==> src/rtl/can_clic_seq_if.sv <==
// Claim/config bundle between the CLIC arbiter and the core.
// Master is the core side, slave is the arbiter.
interface can_clic_seq_if #(
  parameter int N_SRC     = 8,
  parameter int PRIO_BITS = 3
);
  localparam int INDEX_BITS = $clog2(N_SRC);

  logic [N_SRC-1:0]      irq_in;
  logic                  cfg_we;
  logic [INDEX_BITS-1:0] cfg_idx;
  logic [PRIO_BITS-1:0]  cfg_prio;
  logic                  cfg_ie;
  logic [PRIO_BITS-1:0]  threshold;
  logic                  irq_ack;
  logic                  irq_valid;
  logic [INDEX_BITS-1:0] irq_index;
  logic [PRIO_BITS-1:0]  irq_prio;
  logic                  arb_busy;

  modport master (
    output irq_in, cfg_we, cfg_idx, cfg_prio,
    output cfg_ie, threshold, irq_ack,
    input  irq_valid, irq_index, irq_prio,
    input  arb_busy
  );

  modport slave (
    input  irq_in, cfg_we, cfg_idx, cfg_prio,
    input  cfg_ie, threshold, irq_ack,
    output irq_valid, irq_index, irq_prio,
    output arb_busy
  );
endinterface

==> src/rtl/can_clic_seq.sv <==
// Clocked CLIC: bit-serial wired-OR arbitration over {prio, index},
// MSB first, winner presented through a valid/ack claim handshake.
module can_clic_seq #(
  parameter int N_SRC     = 8,
  parameter int PRIO_BITS = 3
) (
  input  logic          clk,
  input  logic          rst,
  can_clic_seq_if.slave bus
);
  localparam int INDEX_BITS = $clog2(N_SRC);
  localparam int K          = PRIO_BITS + INDEX_BITS;
  localparam int CW         = $clog2(K);

  typedef enum logic [1:0] {
    IDLE,
    ARB,
    PRESENT
  } state_t;

  state_t state, state_n;

  logic [N_SRC-1:0]      pending, ie, irq_q;
  logic [N_SRC-1:0]      contender, cont_n;
  logic [N_SRC-1:0]      kb, rise, clr, elig;
  logic [PRIO_BITS-1:0]  prio      [N_SRC];
  logic [PRIO_BITS-1:0]  prio_snap [N_SRC];
  logic [CW-1:0]         cnt;
  logic [K-1:0]          key_acc, win_key, key;
  logic                  or_v;
  logic [PRIO_BITS-1:0]  win_prio;
  logic [INDEX_BITS-1:0] win_idx;
  logic                  arb_done, win_ok, dis_hit;
  logic                  valid_q, busy_q;
  logic [INDEX_BITS-1:0] index_q;
  logic [PRIO_BITS-1:0]  prio_q;

  assign elig     = pending & ie;
  assign rise     = bus.irq_in & ~irq_q;
  assign arb_done = (cnt == '0);
  assign win_prio = win_key[K-1:INDEX_BITS];
  assign win_idx  = win_key[INDEX_BITS-1:0];
  assign win_ok   = win_prio > bus.threshold;
  assign dis_hit  = bus.cfg_we && !bus.cfg_ie
                  && (bus.cfg_idx == index_q)
                  && !bus.irq_ack;

  assign bus.irq_valid = valid_q;
  assign bus.irq_index = index_q;
  assign bus.irq_prio  = prio_q;
  assign bus.arb_busy  = busy_q;

  // The winner's key bit at each position equals the wired-OR,
  // so the winning key accumulates without an encoder.
  always_comb begin
    or_v = 1'b0;
    kb   = '0;
    key  = '0;
    for (int i = 0; i < N_SRC; i++) begin
      key   = {prio_snap[i], INDEX_BITS'(i)};
      kb[i] = key[cnt];
      or_v  = or_v | (contender[i] & kb[i]);
    end
    cont_n       = contender & ~({N_SRC{or_v}} & ~kb);
    win_key      = key_acc;
    win_key[cnt] = or_v;
  end

  always_comb begin
    state_n = state;
    unique case (state)
      IDLE:    if (|elig) state_n = ARB;
      ARB:     if (arb_done)
                 state_n = win_ok ? PRESENT : IDLE;
      PRESENT: if (bus.irq_ack || dis_hit)
                 state_n = IDLE;
      default: state_n = IDLE;
    endcase
  end

  always_comb begin
    clr = '0;
    if (state == PRESENT && bus.irq_ack)
      clr[index_q] = 1'b1;
  end

  // A rising edge beats an ack clear so the new event survives.
  always_ff @(posedge clk or posedge rst) begin
    if (rst) begin
      pending <= '0;
      ie      <= '0;
      irq_q   <= '0;
      for (int i = 0; i < N_SRC; i++)
        prio[i] <= '0;
    end else begin
      irq_q   <= bus.irq_in;
      pending <= (pending & ~clr) | rise;
      for (int i = 0; i < N_SRC; i++) begin
        if (bus.cfg_we && bus.cfg_idx == INDEX_BITS'(i)) begin
          prio[i] <= bus.cfg_prio;
          ie[i]   <= bus.cfg_ie;
        end
      end
    end
  end

  always_ff @(posedge clk or posedge rst) begin
    if (rst) begin
      state     <= IDLE;
      contender <= '0;
      cnt       <= '0;
      key_acc   <= '0;
      valid_q   <= 1'b0;
      busy_q    <= 1'b0;
      index_q   <= '0;
      prio_q    <= '0;
      for (int i = 0; i < N_SRC; i++)
        prio_snap[i] <= '0;
    end else begin
      state   <= state_n;
      valid_q <= (state_n == PRESENT);
      busy_q  <= (state_n == ARB);
      if (state == IDLE && |elig) begin
        contender <= elig;
        cnt       <= CW'(K - 1);
        key_acc   <= '0;
        for (int i = 0; i < N_SRC; i++)
          prio_snap[i] <= prio[i];
      end
      if (state == ARB) begin
        contender <= cont_n;
        key_acc   <= win_key;
        if (!arb_done) cnt <= cnt - CW'(1);
      end
      if (state == ARB && arb_done && win_ok) begin
        index_q <= win_idx;
        prio_q  <= win_prio;
      end else if (state_n != PRESENT) begin
        index_q <= '0;
        prio_q  <= '0;
      end
    end
  end
endmodule
==> src/flat_wrapper.sv <==
// flat-port wrapper written by rule: the top's interface ports become plain ports
module can_clic_seq_flat 
#(
  parameter int N_SRC     = 8,
  parameter int PRIO_BITS = 3
)
  (clk, rst, bus_irq_in, bus_cfg_we, bus_cfg_idx, bus_cfg_prio, bus_cfg_ie, bus_threshold, bus_irq_ack, bus_irq_valid, bus_irq_index, bus_irq_prio, bus_arb_busy);
  can_clic_seq_if #(.N_SRC(N_SRC), .PRIO_BITS(PRIO_BITS)) bus_i ();
  input  logic clk;
  input  logic rst;
  input wire logic [$bits(bus_i.irq_in)-1:0] bus_irq_in;
  input wire logic [$bits(bus_i.cfg_we)-1:0] bus_cfg_we;
  input wire logic [$bits(bus_i.cfg_idx)-1:0] bus_cfg_idx;
  input wire logic [$bits(bus_i.cfg_prio)-1:0] bus_cfg_prio;
  input wire logic [$bits(bus_i.cfg_ie)-1:0] bus_cfg_ie;
  input wire logic [$bits(bus_i.threshold)-1:0] bus_threshold;
  input wire logic [$bits(bus_i.irq_ack)-1:0] bus_irq_ack;
  output wire logic [$bits(bus_i.irq_valid)-1:0] bus_irq_valid;
  output wire logic [$bits(bus_i.irq_index)-1:0] bus_irq_index;
  output wire logic [$bits(bus_i.irq_prio)-1:0] bus_irq_prio;
  output wire logic [$bits(bus_i.arb_busy)-1:0] bus_arb_busy;
  assign bus_i.irq_in = bus_irq_in;
  assign bus_i.cfg_we = bus_cfg_we;
  assign bus_i.cfg_idx = bus_cfg_idx;
  assign bus_i.cfg_prio = bus_cfg_prio;
  assign bus_i.cfg_ie = bus_cfg_ie;
  assign bus_i.threshold = bus_threshold;
  assign bus_i.irq_ack = bus_irq_ack;
  assign bus_irq_valid = bus_i.irq_valid;
  assign bus_irq_index = bus_i.irq_index;
  assign bus_irq_prio = bus_i.irq_prio;
  assign bus_arb_busy = bus_i.arb_busy;
  can_clic_seq #(.N_SRC(N_SRC), .PRIO_BITS(PRIO_BITS)) u_core (.clk(clk), .rst(rst), .bus(bus_i));
endmodule
==> config.mk <==
export PLATFORM = sky130hd
export DESIGN_NAME = can_clic_seq_flat
export DESIGN_NICKNAME = d
export VERILOG_FILES = /design/src/rtl/can_clic_seq_if.sv /design/src/rtl/can_clic_seq.sv /design/src/flat_wrapper.sv
export SDC_FILE = /design/constraint.sdc
export NUM_CORES = 1
export LEC_CHECK = 0
export ABC_AREA = 0
export BUFFER_PORTS_ARGS = -buffer_cell sky130_fd_sc_hd__clkbuf_2
export CAP_MARGIN = 30
export CORE_ASPECT_RATIO = 0.6
export CORE_MARGIN = 8
export CORE_UTILIZATION = 54
export CTS_CLUSTER_SIZE = 30
export DETAILED_ROUTE_END_ITERATION = 10
export GPL_ROUTABILITY_DRIVEN = 0
export PLACE_DENSITY = 0.82
export SLEW_MARGIN = 10
export SYNTH_ARGS = -nofsm -noshare
export SYNTH_HDL_FRONTEND = slang
export SYNTH_SLANG_ARGS = --single-unit
==> constraint.sdc <==
create_clock -name clk -period 3.4 [get_ports clk]
set_input_delay 0.68 -clock clk [delete_from_list [all_inputs] [get_ports clk]]
set_output_delay 0.68 -clock clk [all_outputs]
set_load 0.005 [all_outputs]
Yosys cells after proc, flatten, opt, wreduce, memory -nomap -nowiden:

Cells that the tools add are included.

* order comparisons: 5
* bitwise logic cells: 25
* equality and inequality tests: 13
* reductions and logical operators: 26
* add/sub/neg operators: 1
* mux-type cells: 37

Operators by type and width (number)
* 8-bit bitwise AND: 5
* 8-bit inverter: 4
* 1-bit binary-select mux with 3-bit select: 8
* 8-bit two-way mux: 3
* 3-bit two-way mux: 6
* 1-bit logical AND: 17
* 3-bit equality test, second input constant: 4
* 6-bit two-way mux: 2
* 1-bit two-way mux: 10
* 1-bit bitwise AND: 8
* 3-bit by 4-bit < comparator with 1-bit output, second input constant: 2
* 2-bit two-way mux: 4
* 8-bit bitwise OR: 1
* 8-bit OR reduction: 1
* 1-bit bitwise OR: 7
* 6-bit bitwise mux: 1
* 1-bit demux with 3-bit select: 2
* 3-bit by 2-bit equality test with 1-bit output, second input constant: 2
* 3-bit by 1-bit greater-or-equal comparator with 1-bit output, second input constant: 2
* 3-bit logical NOT: 2
* 2-bit case mux with 3 select lines: 1
* 2-bit by 1-bit equality test with 1-bit output, second input constant: 2
* 2-bit equality test, second input constant: 2
* 2-bit nonzero test: 2
* other kinds (8): 9

* bits in registers: 99
* output and inout port bits: 8
* logic and storage cells: 141
* input bits: 22

Depth between registers and ports, before layout:

Gate-level depths: netlist (run 1).

* depth in word-level cells: 18
* depth in mapped cells: 17
* gate-level depth less buffers: 13

Worst setup path after synthesis (run 1):

No wires, ideal clock.

* kind: reg2reg
* start point: register u_core.cnt[1]
* end point: register u_core.index_q[1], in the netlist u_core.bus.irq_index[1]
* arrival time: 3.182 ns
* stages on the path, launching flop included: 15
* setup slack: 0.135 ns
* library setup time: 0.083 ns
* required time: 3.317 ns
* period minus slack after synthesis: 3.265 ns
* path buffers: 2
* path through: dfrtp_1 > buf_6 > and2b_4 > a22oi_2 > o21ai_0 > a221o_1 > nor4b_1 > a21oi_1 > ha_1 > a21o_1 > a21oi_1 > a311oi_1 > clkbuf_1 > a32oi_1 > o21ai_0

* word-level cells in the longest chain between the ends: 17
* elaborated cells on any way between the ends: 47
* classes of those cells: order compare (3); eq/ne (1); mux (23); bitwise (15); reduce/logical (5)

RTL lines
* from (decl): RTL line can_clic_seq.sv:28 `logic [CW-1:0] cnt;`
* from (signal assigned): RTL line can_clic_seq.sv:125 `cnt <= CW'(K - 1);`
* from (signal assigned): RTL line can_clic_seq.sv:133 `if (!arb_done) cnt <= cnt - CW'(1);`
* 1-bit binary-select mux with 3-bit select: RTL line can_clic_seq.sv:61 `kb[i] = key[cnt];`
* 1-bit two-way mux (implied by the code): RTL line can_clic_seq.sv:61
* 1-bit bitwise AND: RTL line can_clic_seq.sv:62 `or_v = or_v | (contender[i] & kb[i]);`
* 1-bit bitwise OR (7 in a row): RTL line can_clic_seq.sv:62
* 6-bit bitwise mux: RTL line can_clic_seq.sv:66 `win_key[cnt] = or_v;`
* 3-bit > comparator: RTL line can_clic_seq.sv:43 `assign win_ok = win_prio > bus.threshold;`
* 2-bit two-way mux: RTL line can_clic_seq.sv:74 `state_n = win_ok ? PRESENT : IDLE;`
* 2-bit two-way mux: RTL line can_clic_seq.sv:73 `ARB: if (arb_done)`
* 2-bit case mux with 3 select lines: RTL line can_clic_seq.sv:71 `unique case (state)`
* 2-bit != test: RTL line can_clic_seq.sv:138 `end else if (state_n != PRESENT) begin`
* 2-bit nonzero test (no line)
* to (signal assigned): RTL line can_clic_seq.sv:136 `index_q <= win_idx;`
* to (decl): RTL line can_clic_seq.sv:35 `logic [INDEX_BITS-1:0] index_q;`

Several ways; a longest one is shown, not always the timed one. The select of a mux whose other input is x is not followed.
A chain may end at the register's enable or synchronous reset.

Worst setup path after layout (run 1):

Same ends and word-level chain as after synthesis.

==> impl_metrics.csv, run 1 <==
group,metric,value,unit
power_and_ir_drop,p_sw,1.51,mW
sta,worst_clock_skew,0.0113,ns
worst_hold_path,hp-class,"input pin to asynchronous set/reset pin",
detailed_routing,wl_per_cell,19.2,um
power_and_ir_drop,p_leak,2.25,nW
placement,detailed_place_hpwl,7250,um
power_and_ir_drop,powerDensity,857,nW/um^2
power_and_ir_drop,peakVddDrop,0.000395,V
clock_network,clkSinkCount,99,
detailed_routing,routed_wl,10100,um
grt,antenna_found_initial,0,
clock_network,clk_latency,0.35,ns
power_and_ir_drop,total_power,4.32,mW
synth,syn-num-nets,400,
placement,port_buffers,29,
run,maxCapViolCount,0,
synth,yosys_warnings,0,
floorplan,rows,25,
floorplan,core,7850,um^2
sta,setup_viol,0,
floorplan,initial_core_util,55.6,%
grt,gr-usage-all-layers,18.3,%
clock_network,cts_setup_buffers,0,
sta,hold_violations,0,
detailed_routing,drtIter0Drc,345,
final_layout,drive_gt1_share,31.2,%
power_and_ir_drop,power_frac_clock,24.3,%
sta,tightest_slew,0.928,ns
clock_network,clockBufferDepth,2,
synth,async_reset_ff_share,100,%
final_layout,final_common_cell,"dfrtp_1",
detailed_routing,ant_nets,0,
clock_network,cts_max_level,3,
sta,fin_crit,3.24,ns
sta,max_freq,309,MHz
sta,relSlewSlack,37.7,%
sta,min_period_over_period,95.3,%
critical_path,critical_path_class,"flop to flop",
synth,synth_enable_flop_cells,0,
detailed_routing,dr.pass1.iters,5,
synth,seq_area_frac_synth,56.8,%
final_layout,layout.nets,439,
critical_path,endpoint_kind,"flop",
final_layout,fillers,603,
detailed_routing,vias,3148,
power_and_ir_drop,internal_power,2.81,mW
detailed_routing,routed_via_density,6.00,
final_layout,n_antenna_cell,0,
floorplan,die_area,11300,um^2
floorplan,die_y,85.6,um
power_and_ir_drop,power_frac_comb,34.7,%
clock_network,cts_made_buffers,9,
final_layout,final_cell_mix,"96 x dfrtp_1, 57 x mux2_2, 31 x o21ai_0",
clock_network,path_clk_slew,0.07,ns
power_and_ir_drop,swShare,35.0,%
clock_network,root_buffer,"clkbuf_16",
final_layout,postLayoutCoreUtil,64.3,%
critical_path,path_max_fanout,8,
grt,grt_max_degree,100,
critical_path,worstPathArrival,3.47,ns
run_status,status,"completed",
grt,grt_pass1_wl,16200,um
floorplan,ios,30,
critical_path,cp.required,3.63,ns
detailed_routing,drcViolationCount,0,
floorplan,die_x,132,um
clock_network,tritoncts,"built",
synth,synth-seq-cells,99,
synth,syn_avg_cell_area,11.7,um^2
grt,overflow,0,
synth,syn_inst,373,
critical_path,r2r_cells,15,
grt,grt_pass1_vias,3014,
synth,syn_area,4360,um^2
synth,synth_ff_type,"dfrtp_1",
critical_path,startpoint_type,"flop",
sta,slew_violations,0,
final_layout,multiInputGateArea,1770,um^2
synth,synth_cell_type_count,45,
final_layout,area_growth,15.7,%
final_layout,regArea,2480,um^2
power_and_ir_drop,power_frac_seq,41.0,%
==> flip-flops by register name, indices dropped and copies added, names as in the netlist <==
register	cells
u_core.bus.arb_busy	1
u_core.bus.irq_index	3
u_core.bus.irq_prio	3
u_core.bus.irq_valid	1
u_core.cnt	3
u_core.contender	8
u_core.ie	8
u_core.irq_q	8
u_core.key	3
u_core.key_acc	6
u_core.pending	8
u_core.prio	24
u_core.prio_snap	21
u_core.state	2
==> critical path: stages, from the launching register on <==
cell and delay, ns:
dfrtp_2 0.44, buf_6 0.15, and3b_1 0.20, a22oi_2 0.11, o21ai_1 0.11, a221o_1 0.38
or4b_1 0.52, mux2i_1 0.16, ha_1 0.16, inv_1 0.04, a21o_1 0.17, a21oi_2 0.15
a311oi_2 0.06, buf_4 0.18, a32oi_1 0.19, o21ai_0 0.11
==> metrics by stage <==
step	worst slack [ns]	area, um^2	hold WS (ns)	instances	setup TNS, ns
after CTS	0.0565	5010	0.424	524	0
after global placement	0.240	4700	0.402	508	0
final	0.159	5050	0.415	525	0
after floorplan	0.130	4360	0.400	373	0
after global routing	-0.0209	5050	0.432	525	-0.0394
after detailed placement	0.106	4700	0.413	508	0
==> area by class of cell <==
| type | count | area share [%] |
|---|---|---|
| Sequential cell | 99 | 49.1 |
| Multi-Input combinational cell | 238 | 35.0 |
| Timing Repair Buffer | 43 | 5.48 |
| Clock buffer | 10 | 4.73 |
| Tap cell | 108 | 2.68 |
| Inverter | 21 | 1.61 |
| Clock inverter | 6 | 1.39 |
==> Yosys cell counts, types with 2 or more instances <==
master	instances	area, um^2
a21o_1	2	15.0
a21oi_1	18	90.1
a22o_1	3	26.3
a22oi_1	3	22.5
a31oi_1	6	37.5
a32o_1	6	60.1
a32oi_1	5	43.8
and3_1	2	12.5
buf_2	4	20.0
buf_6	2	22.5
clkbuf_1	8	30.0
dfrtp_1	99	2480
ha_1	5	62.6
inv_1	20	75.1
mux2_2	57	642
nand2_1	28	105
nand2b_1	7	43.8
nand4_1	3	18.8
nand4b_1	4	35.0
nor2_1	17	63.8
nor2b_1	5	31.3
nor3_1	8	40.0
nor3b_1	2	15.0
nor4b_1	2	17.5
o21ai_0	32	160
o22ai_1	3	18.8
o31ai_1	2	15.0
or2_2	2	12.5
xor2_1	2	17.5
==> power groups by stage <==
stage | Sequential, mW | Clock [mW] | Combinational (mW)
finish | 1.77 | 1.05 | 1.50
global route | 1.80 | 1.11 | 1.63
CTS | 1.75 | 1.07 | 1.45
detailed placement | 1.77 | 0 | 1.44
global placement | 1.76 | 0 | 1.38
floorplan | 1.65 | 0 | 1.12
==> routing by layer <==
layer / vias to the layer above / wire, um / GRT usage, %
met5: - / 0 / 0
met4: 0 / 51 / 4.04
met3: 8 / 877 / 6.53
met2: 150 / 4350 / 25.6
met1: 1569 / 4800 / 26.4
li1: 1421 / - / -
==> cells by family after synthesis <==
logic type	after synthesis	synth area share, %
flip-flops	99	56.8
AO/OA/AOI/OAI	86	12.4
AND/OR/NAND/NOR	86	10.3
multiplexers	58	14.9
buffers and inverters	36	3.56
adder cells (fa/ha/maj)	5	1.43
XOR/XNOR	3	0.602
==> worst paths after layout <==
| kind | start | to | slack [ns] |
|---|---|---|---|
| max in group asynchronous | rst | u_core.cnt[0]$_DFF_PP0_ | 2.54 |
| hold reg to reg | u_core.irq_q[1]$_DFF_PP0_ | u_core.pending[1]$_DFF_PP0_ | 0.42 |
| hold / removal | rst | u_core.irq_q[7]$_DFF_PP0_ | 0.41 |
| setup reg to reg | u_core.cnt[1]$_DFF_PP0_ | u_core.bus.irq_index[1]$_DFFE_PP0P_ | 0.16 |
| min in group clk | u_core.irq_q[1]$_DFF_PP0_ | u_core.pending[1]$_DFF_PP0_ | 0.42 |
| setup / recovery | u_core.cnt[1]$_DFF_PP0_ | u_core.bus.irq_index[1]$_DFFE_PP0P_ | 0.16 |
==> timing repair <==
action                     in CTS  in global routing
resized for setup               0                 10
setup endpoints to repair       0                  8
hold buffers                    0                  0
No activity file was read; power rests on OpenSTA's default activity.
==> run 2, diff against run 1 <==
--- a/config.mk
+++ b/config.mk
@@ -5,7 +5,7 @@
 export SDC_FILE = /design/constraint.sdc
 export NUM_CORES = 1
 export LEC_CHECK = 0
-export ABC_AREA = 0
+export ABC_AREA = 1
 export BUFFER_PORTS_ARGS = -buffer_cell sky130_fd_sc_hd__clkbuf_2
 export CAP_MARGIN = 30
 export CORE_ASPECT_RATIO = 0.6
@@ -14,6 +14,7 @@
 export CTS_CLUSTER_SIZE = 30
 export DETAILED_ROUTE_END_ITERATION = 10
 export GPL_ROUTABILITY_DRIVEN = 0
+export GPL_TIMING_DRIVEN = 0
 export PLACE_DENSITY = 0.82
 export SLEW_MARGIN = 10
 export SYNTH_ARGS = -nofsm -noshare
==> impl_metrics.csv, run 2 <==
group,metric,value,unit
sta,relSlewSlack,47.3,%
synth,seq_area_frac_synth,54.8,%
power_and_ir_drop,p_leak,2.63,nW
synth,syn-num-nets,576,
clock_network,tritoncts,"built",
grt,overflow,0,
synth,synth_cell_type_count,26,
detailed_routing,drcViolationCount,0,
power_and_ir_drop,power_frac_comb,39.7,%
final_layout,n_antenna_cell,0,
grt,grt_max_degree,66,
clock_network,path_clk_slew,0.07,ns
power_and_ir_drop,power_frac_clock,22.6,%
clock_network,clockBufferDepth,2,
placement,port_buffers,29,
final_layout,drive_gt1_share,14.1,%
detailed_routing,ant_nets,0,
synth,synth.area.top_cells,"dfrtp_1 55%, nand2_1 16%, o21ai_1 4.4%",
critical_path,startpoint_type,"flop",
clock_network,cts_setup_buffers,0,
sta,fin_crit,3.13,ns
power_and_ir_drop,p_sw,1.94,mW
detailed_routing,routed_wl,11100,um
final_layout,regMostFlops,"u_core.prio",
floorplan,die_x,134,um
final_layout,final_cell_mix,"197 x nand2_1, 99 x dfrtp_1, 50 x nor2_1",
power_and_ir_drop,peakVddDrop,0.000378,V
final_layout,fillers,675,
floorplan,die_y,86.9,um
synth,syn_area,4520,um^2
floorplan,initial_core_util,56.4,%
sta,rsz0062_at_grt,"no",
sta,tightest_slew,0.785,ns
final_layout,layout.nets,617,
critical_path,cp.required,3.70,ns
grt,gr-usage-all-layers,20.1,%
sta,worst_clock_skew,0.0137,ns
synth,async_reset_ff_share,100,%
critical_path,endpoint_kind,"flop",
power_and_ir_drop,swShare,42.4,%
grt,antenna_found_initial,0,
synth,synthTopCellsByCount,"197 x nand2_1, 99 x dfrtp_1, 50 x nor2_1, 40 x o21ai_1, 39 x inv_1",
clock_network,ctsResizeCount,0,
clock_network,cts_max_level,3,
grt,grt_pass1_vias,3623,
placement,dpl_worst_slack,0.388,ns
synth,yosys_warnings,0,
run_status,status,"completed",
critical_path,r2r_slack,0.27,ns
clock_network,root_buffer,"clkbuf_16",
sta,min_period_over_period,92.0,%
floorplan,core,8010,um^2
floorplan,ios,30,
grt,grt_pass1_wl,18400,um
clock_network,cts_hold_buffers,0,
synth,synthMostInstantiatedCell,"nand2_1",
placement,detailed_place_hpwl,8230,um
synth,synth_ff_type,"dfrtp_1",
sta,hold_violations,0,
critical_path,critical_path_class,"flop to flop",
detailed_routing,wl_per_cell,15.9,um
detailed_routing,vias,3875,
synth,synth_enable_flop_cells,0,
sta,setup_viol,0,
detailed_routing,drtIter0Drc,416,
final_layout,final_common_cell,"nand2_1",
synth,synth-seq-cells,99,
power_and_ir_drop,powerDensity,889,nW/um^2
floorplan,die_area,11600,um^2
sta,fin_ws,0.274,ns
clock_network,cts_made_buffers,9,
detailed_routing,routed_via_density,5.51,
final_layout,largest_reg_flops,24,
synth,yosys.area.top_type,"dfrtp_1",
final_layout,multiInputGateArea,1770,um^2
final_layout,top_regs,"u_core.prio x24, u_core.prio_snap x21",
clock_network,clkSinkCount,99,
power_and_ir_drop,internal_power,2.63,mW
synth,syn_inst,549,
power_and_ir_drop,power_frac_seq,37.7,%
synth,syn_avg_cell_area,8.23,um^2
synth,yosysTopAreaCellShare,54.8,%
floorplan,rows,25,
clock_network,clk_latency,0.36,ns
sta,max_freq,320,MHz
final_layout,regArea,2480,um^2
detailed_routing,dr.pass1.iters,5,
run,maxCapViolCount,0,
sta,tns,0,ns
sta,slew_violations,0,
worst_hold_path,hp-class,"input pin to asynchronous set/reset pin",
critical_path,path_max_fanout,9,
critical_path,worstPathArrival,3.43,ns
final_layout,area_growth,13.6,%
## run 2: cell count changes in the layout (fill, tap and decap cells not counted), moves of 19 or more
| cell | change |
|---|---|
| inv_1 | +19 |
| mux2_2 | -57 |
| nand2_1 | +169 |
| nand3_1 | +27 |
| nor2_1 | +33 |
| o21ai_1 | +39 |
## run 2: worst max-delay path, stage by stage (launching register included)
cell	delay, ns
dfrtp_1	0.46
inv_2	0.19
nand2_1	0.10
nor2_1	0.28
nand2_1	0.14
nand3_1	0.12
nand2_2	0.08
nor2_4	0.19
nand3_1	0.15
o21a_1	0.14
ha_1	0.31
nand2_1	0.05
o21ai_0	0.15
nand4_1	0.26
inv_1	0.26
o211ai_1	0.14
nand2_1	0.07
## run 2: worst paths after layout
check,startpoint,end,depth (start not counted)
max in group asynchronous,rst,u_core.prio_snap[22]$_DFFE_PP0P_,3
min in group clk,u_core.irq_q[7]$_DFF_PP0_,u_core.pending[7]$_DFF_PP0_,1
min,rst,u_core.bus.irq_prio[0]$_DFFE_PP0P_,2
min reg2reg,u_core.irq_q[7]$_DFF_PP0_,u_core.pending[7]$_DFF_PP0_,1
max reg2reg,u_core.cnt[2]$_DFF_PP0_,u_core.bus.irq_prio[2]$_DFFE_PP0P_,16
max,u_core.cnt[2]$_DFF_PP0_,u_core.bus.irq_prio[2]$_DFFE_PP0P_,16
## run 2: area by class of cell
cell class / count / share of cell area, %
Timing Repair Buffer: 30 / 3.36
Multi-Input combinational cell: 386 / 34.5
Sequential cell: 99 / 48.2
Buffer: 13 / 1.54
Clock inverter: 7 / 1.56
Clock buffer: 9 / 4.39
Tap cell: 108 / 2.63
Inverter: 51 / 3.78
## run 2: per-stage QoR
stage          std cells  util [%]  area (um^2)  power, mW  hold WS (ns)
2_1_floorplan        549         -         4520       3.02         0.392
3_3_place_gp         686      59.9         4800       3.41         0.395
3_5_place_dp         687      60.3         4830       3.51         0.398
4_1_cts              703      64.1         5130       4.55         0.354
5_1_grt              703      64.1         5130       4.87         0.375
6_report             703      64.1         5130       4.56         0.338
## run 2: logic make-up (layout without fill, tap and decap cells)
kind of cell             count (synthesis)  in the layout  synth area share [%]
XOR/XNOR                                 1              1                 0.194
flip-flops                              99             99                  54.8
AND/OR/NAND/NOR                        297            297                  27.7
AO/OA/AOI/OAI                           83             83                  9.97
adder cells (fa/ha/maj)                  5              5                  1.38
buffers and inverters                   64            110                  5.98
## run 2: per-layer routing
layer | track usage, % | wire (um)
met5 | 0 | 0
met4 | 6.08 | 164
met3 | 5.65 | 975
met1 | 29.6 | 5450
met2 | 27.9 | 4550
## run 2: power groups by stage
stage	clock, mW	combinational (mW)	sequential, mW
after CTS	1.05	1.79	1.71
after global placement	0	1.70	1.71
after floorplan	0	1.37	1.66
after detailed placement	0	1.79	1.73
final	1.03	1.81	1.72
after global routing	1.09	2.04	1.74
==> run 3, diff against run 2 <==
--- a/config.mk
+++ b/config.mk
@@ -5,7 +5,7 @@
 export SDC_FILE = /design/constraint.sdc
 export NUM_CORES = 1
 export LEC_CHECK = 0
-export ABC_AREA = 1
+export ABC_AREA = 0
 export BUFFER_PORTS_ARGS = -buffer_cell sky130_fd_sc_hd__clkbuf_2
 export CAP_MARGIN = 30
 export CORE_ASPECT_RATIO = 0.6
==> impl_metrics.csv, run 3 (synthesis gave the netlist of run 1 again) <==
group,metric,value,unit
run_status,status,"completed",
power_and_ir_drop,p_leak,2.34,nW
placement,place_inst,509,
floorplan,die_y,85.6,um
grt,grt_pass1_vias,3412,
sta,tns,0,ns
sta,relSlewSlack,41.7,%
critical_path,endpoint_kind,"flop",
detailed_routing,routed_wl,10900,um
final_layout,layout.nets,460,
placement,dpl_worst_slack,-0.752,ns
detailed_routing,drcViolationCount,0,
floorplan,die_area,11300,um^2
critical_path,worstPathArrival,3.61,ns
placement,port_buffers,27,
floorplan,die_x,132,um
final_layout,n_antenna_cell,0,
floorplan,ios,30,
critical_path,cp_slowest_cell,"dfrtp_1",
final_layout,final_common_cell,"dfrtp_1",
detailed_routing,drtIter0Drc,337,
clock_network,clkSinkCount,99,
final_layout,largest_reg_flops,24,
power_and_ir_drop,powerDensity,901,nW/um^2
critical_path,cp.required,3.67,ns
clock_network,root_buffer,"clkbuf_16",
clock_network,clk_latency,0.35,ns
final_layout,fin_area,5300,um^2
detailed_routing,wl_per_cell,20.0,um
critical_path,critical_path_class,"flop to flop",
critical_path,cp_cell_sequence,"buf_6 > and2b_4 > a22oi_2 > o21ai_2 > a221o_1 > buf_6 > nor4b_4 > buf_4 > a21oi_2 > ha_4 > a21oi_2 > a311oi_4 > clkbuf_8 > a32oi_1 > o21ai_1",
clock_network,clockBufferDepth,2,
sta,tightest_slew,0.873,ns
final_layout,postLayoutCoreUtil,67.5,%
clock_network,cts_made_buffers,9,
grt,antenna_found_initial,0,
worst_hold_path,hp-class,"input pin to asynchronous set/reset pin",
floorplan,rows,25,
sta,max_freq,300,MHz
sta,fin_ws,0.0672,ns
clock_network,tritoncts,"built",
final_layout,final_cell_mix,"97 x dfrtp_1, 57 x mux2_2, 28 x nand2_1",
detailed_routing,dr.pass1.iters,4,
final_layout,drive_gt1_share,36.8,%
grt,overflow,0,
sta,setup_viol,0,
sta,slew_violations,0,
power_and_ir_drop,peakVddDrop,0.000416,V
grt,grt_max_degree,52,
floorplan,core,7850,um^2
final_layout,area_growth,21.5,%
critical_path,path_max_fanout,5,
detailed_routing,ant_nets,0,
detailed_routing,vias,3254,
placement,detailed_place_hpwl,7450,um
final_layout,fin_cells,546,
sta,hold_violations,0,
clock_network,path_clk_slew,0.07,ns
sta,min_period_over_period,98.0,%
placement,place_area,4670,um^2
critical_path,max_stage_delay,0.43,ns
floorplan,initial_core_util,55.6,%
grt,grt_pass1_wl,17800,um
final_layout,regMostFlops,"u_core.prio",
clock_network,cts_max_level,3,
critical_path,startpoint_type,"flop",
run,maxCapViolCount,0,
sta,fin_crit,3.33,ns
sta,rsz0062_at_grt,"yes",
sta,worst_clock_skew,0.00815,ns
final_layout,top_regs,"u_core.prio x24, u_core.prio_snap x21",
detailed_routing,routed_via_density,5.96,
grt,gr-usage-all-layers,20.2,%
[run 3: worst paths after layout]
kind                                      startpoint                             endpoint  slack (ns)  depth (start not counted)
max                          u_core.cnt[1]$_DFF_PP0_  u_core.bus.irq_index[2]$_DFFE_PP0P_        0.07                         15
min                                              rst          u_core.pending[4]$_DFF_PP0_        0.40                          2
max reg2reg                  u_core.cnt[1]$_DFF_PP0_  u_core.bus.irq_index[2]$_DFFE_PP0P_        0.07                         15
min reg2reg                u_core.irq_q[3]$_DFF_PP0_          u_core.pending[3]$_DFF_PP0_        0.42                          1
max in group asynchronous                        rst              u_core.cnt[2]$_DFF_PP0_        2.32                          3
min in group clk           u_core.irq_q[3]$_DFF_PP0_          u_core.pending[3]$_DFF_PP0_        0.42                          1
[run 3: through the flow]
step	power, mW	hold WS (ns)
after floorplan	2.77	0.400
after global placement	3.11	0.402
after detailed placement	3.20	0.410
after CTS	4.59	0.421
after global routing	5.03	0.439
final	4.78	0.399
[run 3: metal layers]
| metal | track usage (%) | share of wire [%] | wire, um |
|---|---|---|---|
| met1 | 27.0 | 47 | 5110 |
| met2 | 30.1 | 45 | 4890 |
| met3 | 6.53 | 6.7 | 734 |
| met4 | 7.98 | 2.0 | 214 |
| met5 | 0 | 0 | 0 |
[run 3: critical path: cells and delay by family (launching register included)]
kind | cells | cell delay (ns)
flip-flops | 1 | 0.43
AO/OA/AOI/OAI | 8 | 1.31
adder cells (fa/ha/maj) | 1 | 0.30
AND/OR/NAND/NOR | 2 | 0.50
buffers and inverters | 4 | 0.71
[run 3: timing repair]
action,in CTS,in global routing
gates resized for setup,28,15
pin swaps,10,15
endpoints found under the setup margin,8,8
gates cloned,1,0
buffers inserted,15,8
hold buffers,0,0
[run 3: power by group]
| part | internal (mW) | switching [mW] | leakage [nW] |
|---|---|---|---|
| logic | 0.962 | 1.02 | 1.00 |
| registers | 1.51 | 0.232 | 1.19 |
| clock network | 0.597 | 0.459 | 0.150 |
[run 3: final cells by class]
| class | instances | area (um^2) |
|---|---|---|
| plain buffers | 12 | 67.6 |
| clock buffers | 10 | 239 |
| clock inverters | 6 | 68.8 |
| fillers | 587 | 2550 |
| inverters | 21 | 87.6 |
| multi-input cells | 238 | 1860 |
| flip-flops and latches | 99 | 2480 |
| well taps | 108 | 135 |
| repair buffers | 52 | 365 |
